<file path="src/rtl/puf_challenge_gen_pkg.sv">
// Shared types and constants for the PUF challenge generator and its LFSR.
package chal_gen_pkg;

  typedef enum logic {
    FILL = 1'b0,
    HOLD = 1'b1
  } chal_state_e;

  localparam logic MODE_TRNG = 1'b0;
  localparam logic MODE_LFSR = 1'b1;

  localparam logic [31:0] LFSR_DEFAULT = 32'hACE1_2468;
  // x^32 + x^22 + x^2 + x + 1 : feedback from bits 31, 21, 1, 0
  localparam logic [31:0] LFSR_TAPS_32 = 32'h8020_0003;

  // Maximal-length tap masks for the supported widths; others fall back to the 32-bit mask.
  function automatic logic [63:0] lfsr_taps(input int unsigned w);
    case (w)
      8:       lfsr_taps = 64'h0000_0000_0000_00B8;
      16:      lfsr_taps = 64'h0000_0000_0000_D008;
      64:      lfsr_taps = 64'hD800_0000_0000_0000;
      default: lfsr_taps = {32'h0, LFSR_TAPS_32};
    endcase
  endfunction

endpackage

</file>
<file path="src/rtl/puf_challenge_gen_if.sv">
// Challenge handoff bundle between the generator (master) and the PUF controller (slave).
interface puf_challenge_gen_if #(
  parameter int unsigned N_CB = 64
);
  logic            c_valid;
  logic            c_ready;
  logic [N_CB-1:0] C;

  modport master (output c_valid, output C, input c_ready);
  modport slave  (input c_valid, input C, output c_ready);
endinterface

</file>
<file path="src/rtl/puf_challenge_gen_lfsr.sv">
// Seedable Fibonacci LFSR; exposes its low OUT_W state bits and never enters the all-zero state.
module chal_lfsr
  import chal_gen_pkg::*;
#(
  parameter int unsigned LFSR_W = 32,
  parameter int unsigned OUT_W  = LFSR_W
) (
  input  logic              clk,
  input  logic              rst_n,
  input  logic              step,
  input  logic              load,
  input  logic [LFSR_W-1:0] seed,
  output logic [OUT_W-1:0]  state
);

  localparam logic [LFSR_W-1:0] TAPS    = LFSR_W'(lfsr_taps(LFSR_W));
  localparam logic [LFSR_W-1:0] DEF_VAL = LFSR_W'(LFSR_DEFAULT);

  logic [LFSR_W-1:0] lfsr_q, lfsr_d;

  always_comb begin
    lfsr_d = lfsr_q;
    if (load) begin
      lfsr_d = (seed == '0) ? DEF_VAL : seed;
    end else if (step) begin
      lfsr_d = {lfsr_q[LFSR_W-2:0], ^(lfsr_q & TAPS)};
    end
  end

  always_ff @(posedge clk or negedge rst_n) begin
    if (!rst_n) begin
      lfsr_q <= DEF_VAL;
    end else begin
      lfsr_q <= lfsr_d;
    end
  end

  assign state = lfsr_q[OUT_W-1:0];

endmodule

</file>
<file path="src/rtl/puf_challenge_gen_trng_ro.sv">
// Ring-oscillator TRNG cell: RO_N rings of 2*RO_n+1 stages XOR-combined and sampled on clk.
// Rings are modelled as clocked Johnson loops that each idle on a different phase so they drift apart.
module TRNG_RO #(
  parameter int unsigned RO_n    = 3,
  parameter int unsigned RO_N    = 16,
  parameter int unsigned RO_LOGN = 4,
  parameter logic [31:0] SALT    = 32'h0
) (
  input  logic clk,
  input  logic rst_n,
  output logic rnd
);

  localparam int unsigned L = 2 * RO_n + 1;

  logic [RO_N-1:0][L-1:0] ring_q, ring_d;
  logic [RO_LOGN-1:0]     div_q, div_d;
  logic                   rnd_q, rnd_d;

  always_comb begin
    ring_d = ring_q;
    div_d  = div_q + 1'b1;
    rnd_d  = 1'b0;
    for (int unsigned i = 0; i < RO_N; i++) begin
      if (div_q != RO_LOGN'(i)) begin
        ring_d[i] = {ring_q[i][L-2:0], ~ring_q[i][L-1]};
      end
      rnd_d = rnd_d ^ ring_q[i][0];
    end
  end

  always_ff @(posedge clk or negedge rst_n) begin
    if (!rst_n) begin
      for (int unsigned i = 0; i < RO_N; i++) begin
        ring_q[i] <= L'(SALT * 32'd7 + i * 32'd5);
      end
      div_q <= '0;
      rnd_q <= 1'b0;
    end else begin
      ring_q <= ring_d;
      div_q  <= div_d;
      rnd_q  <= rnd_d;
    end
  end

  assign rnd = rnd_q;

endmodule

</file>
<file path="src/rtl/puf_challenge_gen.sv">
// PUF challenge generator: fills N_CB-bit challenges N_RNG bits per beat from TRNGs or an LFSR.
// Optional CHAL_WHITEN_EN: XOR the LFSR into TRNG data and advance it on TRNG beats as well.
module puf_challenge_gen
  import chal_gen_pkg::*;
#(
  parameter int unsigned N_CB    = 64,
  parameter int unsigned N_RNG   = 8,
  parameter int unsigned RO_n    = 3,
  parameter int unsigned RO_N    = 16,
  parameter int unsigned RO_LOGN = 4,
  parameter int unsigned LFSR_W  = 32
) (
  input  logic               clk,
  input  logic               rst,
  input  logic               en,
  input  logic               mode,
  input  logic               seed_load,
  input  logic [LFSR_W-1:0]  seed,
  puf_challenge_gen_if.master chal
);

  localparam int unsigned BEATS = N_CB / N_RNG;
  localparam int unsigned CNT_W = (BEATS > 1) ? $clog2(BEATS) : 1;

  chal_state_e      state_q, state_d;
  logic [N_CB-1:0]  c_q, c_d;
  logic [CNT_W-1:0] cnt_q, cnt_d;
  logic             mode_q, mode_d;

  logic [N_RNG-1:0] rand_bits;
  logic [N_RNG-1:0] lfsr_lo;
  logic [N_RNG-1:0] src;
  logic             lfsr_step;
  logic             restart;

  for (genvar g = 0; g < N_RNG; g++) begin : g_trng
    TRNG_RO #(
      .RO_n   (RO_n),
      .RO_N   (RO_N),
      .RO_LOGN(RO_LOGN),
      .SALT   (32'(g))
    ) u_trng (
      .clk  (clk),
      .rst_n(rst),
      .rnd  (rand_bits[g])
    );
  end

  chal_lfsr #(
    .LFSR_W(LFSR_W),
    .OUT_W (N_RNG)
  ) u_lfsr (
    .clk  (clk),
    .rst_n(rst),
    .step (lfsr_step),
    .load (seed_load),
    .seed (seed),
    .state(lfsr_lo)
  );

  always_comb begin
    state_d = state_q;
    c_d     = c_q;
    cnt_d   = cnt_q;
    mode_d  = mode;
`ifdef CHAL_WHITEN_EN
    src       = (mode == MODE_LFSR) ? lfsr_lo : (rand_bits ^ lfsr_lo);
    lfsr_step = (state_q == FILL) && en;
`else
    src       = (mode == MODE_LFSR) ? lfsr_lo : rand_bits;
    lfsr_step = (state_q == FILL) && en && (mode == MODE_LFSR);
`endif
    // A source switch or reseed discards the partial fill so no challenge mixes sources.
    restart = (mode != mode_q) || (seed_load && (mode == MODE_LFSR));

    case (state_q)
      FILL: begin
        if (en) begin
          c_d = N_CB'({src, c_q} >> N_RNG);
          if (cnt_q == CNT_W'(BEATS - 1)) begin
            cnt_d   = '0;
            state_d = HOLD;
          end else begin
            cnt_d = cnt_q + 1'b1;
          end
        end
        if (restart) begin
          cnt_d   = '0;
          state_d = FILL;
        end
      end
      HOLD: begin
        if (chal.c_ready) begin
          state_d = FILL;
        end
      end
      default: state_d = FILL;
    endcase
  end

  always_ff @(posedge clk or negedge rst) begin
    if (!rst) begin
      state_q <= FILL;
      c_q     <= '0;
      cnt_q   <= '0;
      mode_q  <= MODE_TRNG;
    end else begin
      state_q <= state_d;
      c_q     <= c_d;
      cnt_q   <= cnt_d;
      mode_q  <= mode_d;
    end
  end

  assign chal.c_valid = (state_q == HOLD);
  assign chal.C       = c_q;

endmodule

</file>
<file path="src/flat_wrapper.sv">
// flat-port wrapper written by rule: the top's interface ports become plain ports
module puf_challenge_gen_flat import chal_gen_pkg::*;
#(
  parameter int unsigned N_CB    = 64,
  parameter int unsigned N_RNG   = 8,
  parameter int unsigned RO_n    = 3,
  parameter int unsigned RO_N    = 16,
  parameter int unsigned RO_LOGN = 4,
  parameter int unsigned LFSR_W  = 32
)
  (clk, rst, en, mode, seed_load, seed, chal_c_valid, chal_C, chal_c_ready);
  puf_challenge_gen_if #(.N_CB(N_CB)) chal_i ();
  input  logic clk;
  input  logic rst;
  input  logic en;
  input  logic mode;
  input  logic seed_load;
  input  logic [LFSR_W-1:0] seed;
  output wire logic [$bits(chal_i.c_valid)-1:0] chal_c_valid;
  output wire logic [$bits(chal_i.C)-1:0] chal_C;
  input wire logic [$bits(chal_i.c_ready)-1:0] chal_c_ready;
  assign chal_c_valid = chal_i.c_valid;
  assign chal_C = chal_i.C;
  assign chal_i.c_ready = chal_c_ready;
  puf_challenge_gen #(.N_CB(N_CB), .N_RNG(N_RNG), .RO_n(RO_n), .RO_N(RO_N), .RO_LOGN(RO_LOGN), .LFSR_W(LFSR_W)) u_core (.clk(clk), .rst(rst), .en(en), .mode(mode), .seed_load(seed_load), .seed(seed), .chal(chal_i));
endmodule
</file>
<file path="config.mk">
export PLATFORM = sky130hd
export DESIGN_NAME = puf_challenge_gen_flat
export DESIGN_NICKNAME = d
export VERILOG_FILES = /design/src/rtl/puf_challenge_gen_pkg.sv /design/src/rtl/puf_challenge_gen_if.sv /design/src/rtl/puf_challenge_gen_lfsr.sv /design/src/rtl/puf_challenge_gen_trng_ro.sv /design/src/rtl/puf_challenge_gen.sv /design/src/flat_wrapper.sv
export SDC_FILE = /design/constraint.sdc
export NUM_CORES = 1
export LEC_CHECK = 0
export ABC_AREA = 0
export ABC_CLOCK_PERIOD_IN_PS = 2000
export CAP_MARGIN = 10
export CORE_UTILIZATION = 30
export DETAILED_ROUTE_END_ITERATION = 8
export PLACE_DENSITY = 0.51
export SLEW_MARGIN = 20
export SYNTH_ARGS = -nofsm -noshare
export SYNTH_HDL_FRONTEND = slang
export SYNTH_SLANG_ARGS = --single-unit
</file>
<file path="constraint.sdc">
create_clock -name clk -period 2 [get_ports clk]
set_input_delay 0.4 -clock clk [delete_from_list [all_inputs] [get_ports clk]]
set_output_delay 0.4 -clock clk [all_outputs]
set_load 0.05 [all_outputs]
</file>
==> impl_metrics.toml <==
[outcome]
outcome = "completed"

[timing]
slew_headroom_pct = 64.12
worst_pin_slew_ns = 0.5382
timing.hold.ws_ns = 0.08447
rsz0062_at_grt = "no"
setup_viol = 0
final_hold_viol_count = 0
drv_slew = 0
max_freq_ghz = 0.5270
fin_crit_ns = 1.898
period_share_pct = 94.88
fin_skew_ns = 0.01668
setup_ws_ns = 0.1023

[worst_setup_path]
r2r_slack_ns = 0.31
cp_num_buf_inv = 1
cp_top_family = "flip-flops"
cp.required_ns = 1.60
cp_cell_sequence = "clkdlybuf4s15_2"
timing.rr.start = "u_core.g_trng[2].u_trng.div_q[0]"
r2r-end = "u_core.g_trng[2].u_trng.ring_q[4]"
crit_path_max_fanout = 3
cpPeakStageDelay_ns = 0.41
critPathArrivalTime_ns = 1.50
critPathCaptureType = "primary output"
criticalPathCategory = "flop to primary output"
crit_slowest_cell = "dfrtp_1"
reg2reg_depth = 4
start_kind = "flop"

[job]
drv_cap = 0

[cells_and_area]
seqCellArea_um2 = 26520
utilization_pct = 35.80
area_growth_pct = 18.35
fillers = 13110
multi_input_area_um2 = 13960
final_nets = 2968
final_layout_size_suffix_gt1_share_pct = 55.61

[cts]
clock_sinks = 1037
clockRootBuffer = "clkbuf_16"
tritoncts = "yes"
cts_setup_buffers = 0
path_clk_slew_ns = 0.06
clkLatencyLatePin_ns = 0.70
htree_levels = 3
cts_buffers = 112
clk_path_buf_depth = 3

[logic_synthesis]
async_flop_share_pct = 100.0
seq_area_frac_synth_pct = 64.73
synth_nets = 2743
avgSynthCellArea_um2 = 15.34
yosysTopAreaCell = "dfrtp_1"
synth.distinct_cells = 36
ys_seq_elements = 1037
syn-instance-count = 2671
synthTopCellsByCount = "mux2_2 (806), dfrtp_1 (581), dfstp_2 (456)"
synth-edff-count = 0
synth_top_area_share_pct = 35.48
yosys_warnings = 0
synth-main-ff-cell = "dfrtp_1"
synthTopCellsByArea = "dfrtp_1 (35%), dfstp_2 (29%), mux2_2 (22%)"
synth.most_common_cell = "mux2_2"
netlist_area_um2 = 40970

[drt]
routedWlPerCell_um = 14.40
drtIter0Drc = 756
vias_per_cell = 4.314
vias = 20600
ant_nets = 0
wl_mm = 68.77
first_pass_iters = 6
drc = 0

[placement]
portBuffers = 102
post-place-ws_ns = -0.1962
hpwl_mm = 45.76
routabilityCongestion = 0.6871

[min_path]
holdPathEnd = "u_core.u_lfsr.lfsr_q[5]"
worstHoldPathCells = 2
hp-class = "primary input to flop"
min_from = "seed_load"

[global_route]
grt_pass1_vias = 21580
antenna_found_initial = 6
grt_max_degree = 71
overflow = 0
grt_pass1_wl_mm = 116.4
track_usage_pct = 10.32

[floorplan]
ios = 103
fp.dieArea_um2 = 138100
rows = 135
die_h_um = 371.6
start_util_pct = 30.25
core_um2 = 135500
die_w_um = 371.6

[power_and_ir_drop]
ir_drop_mv = 0.6217
p_per_area_nw_per_um2 = 937.5
p_leak_nw = 18.89
==> state kept, by name (all words and copies together) (netlist names) <==
register	count
u_core.g_trng.u_trng.rnd	8
u_core.cnt_q	3
u_core.chal.C	64
u_core.g_trng.u_trng.div_q	32
u_core.g_trng.u_trng.ring_q	896
u_core.mode_q	1
u_core.u_lfsr.lfsr_q	32
u_core.chal.c_valid	1
==> what timing repair did <==
item,4_1_cts,5_1_grt
hold buffers,1,0
setup endpoints to repair,48,0
endpoints found under the hold margin,204,0
resized for setup,144,0
==> stage by stage <==
stage / cells / total power, mW / cell area (um2) / setup TNS, ns
6_report: 4775 / 45.46 / 48490 / 0
5_1_grt: 4773 / 47.46 / 48490 / 0
4_1_cts: 4773 / 46.45 / 48490 / 0
3_5_place_dp: 4562 / 25.20 / 44670 / -2.434
3_3_place_gp: 4562 / 25.18 / 44670 / -2.409
2_1_floorplan: 2671 / 23.59 / 40970 / 0
==> cell families after synthesis <==
family,Yosys count,share of synthesized area (%)
muxes,864,23.66
DFF,1037,64.73
xor gates and xnor gates,138,2.983
and+or+nand+nor,331,4.046
buffers and inverters,93,1.215
adders and majority gates,34,1.038
AOI/OAI and AO/OA,174,2.327
==> worst max path at each step <==
| stage | start | endpoint | slack, ns | cells after the start |
|---|---|---|---|---|
| finish | u_core.chal.C[48] | chal_C[48] | 0.10 | 1 |
| global route | u_core.chal.C[48] | chal_C[48] | 0.01 | 1 |
| CTS | u_core.chal.C[14] | chal_C[14] | 0.03 | 1 |
| detailed placement | seed[16] | u_core.u_lfsr.lfsr_q[3] | -0.20 | 8 |
| global placement | seed[17] | u_core.u_lfsr.lfsr_q[3] | -0.19 | 8 |
| floorplan | u_core.chal.c_valid | u_core.chal.C[10] | 0.35 | 4 |
==> cells in the final DEF (no fill, tap or decap), drive strengths merged, types with 2 or more instances in the layout <==
cell,Yosys,layout
mux2,837,837
dfrtp,581,581
dfstp,456,456
clkbuf,9,181
xnor2,120,120
nand2,116,116
nor2,115,115
a21oi,104,104
buf,66,102
o21ai,52,52
clkdlybuf4s15,0,48
nand3,40,40
clkdlybuf4s50,0,35
ha,34,34
mux2i,27,27
inv,18,24
and2,22,22
xor2,17,17
clkinv,0,14
o22a,13,13
nor2b,11,11
nor4,8,8
nand3b,7,7
bufinv,0,6
and2b,6,6
a22o,4,4
nor3b,3,3
clkinvlp,0,3
diode,0,2
nand4,2,2
==> final cells by class <==
class	instances	share of cell area, %
tap	1781	4.595
clock buffer	181	7.039
timing repair buffer	186	4.041
antenna	2	0.01032
inverter	18	0.1393
sequential	1037	54.69
clock inverter	29	0.6941
multi-input combinational	1541	28.79
==> power breakdown <==
part / leakage (nW) / switching, mW / internal (mW)
combinational: 5.54 / 1.94 / 0.981
clock: 1.84 / 8.35 / 12.4
sequential: 11.5 / 0.340 / 21.4
total: 18.9 / 10.6 / 34.8
==> metal layers <==
layer  GRT usage, %  vias up  share of wire, %
li1               -     9817                 -
met4          3.034        4               2.2
met3          2.496      126               4.0
met5              0        -             0.051
met2          15.17      227                43
met1          14.94    10430                51
(Power assumes the default switching activity.)
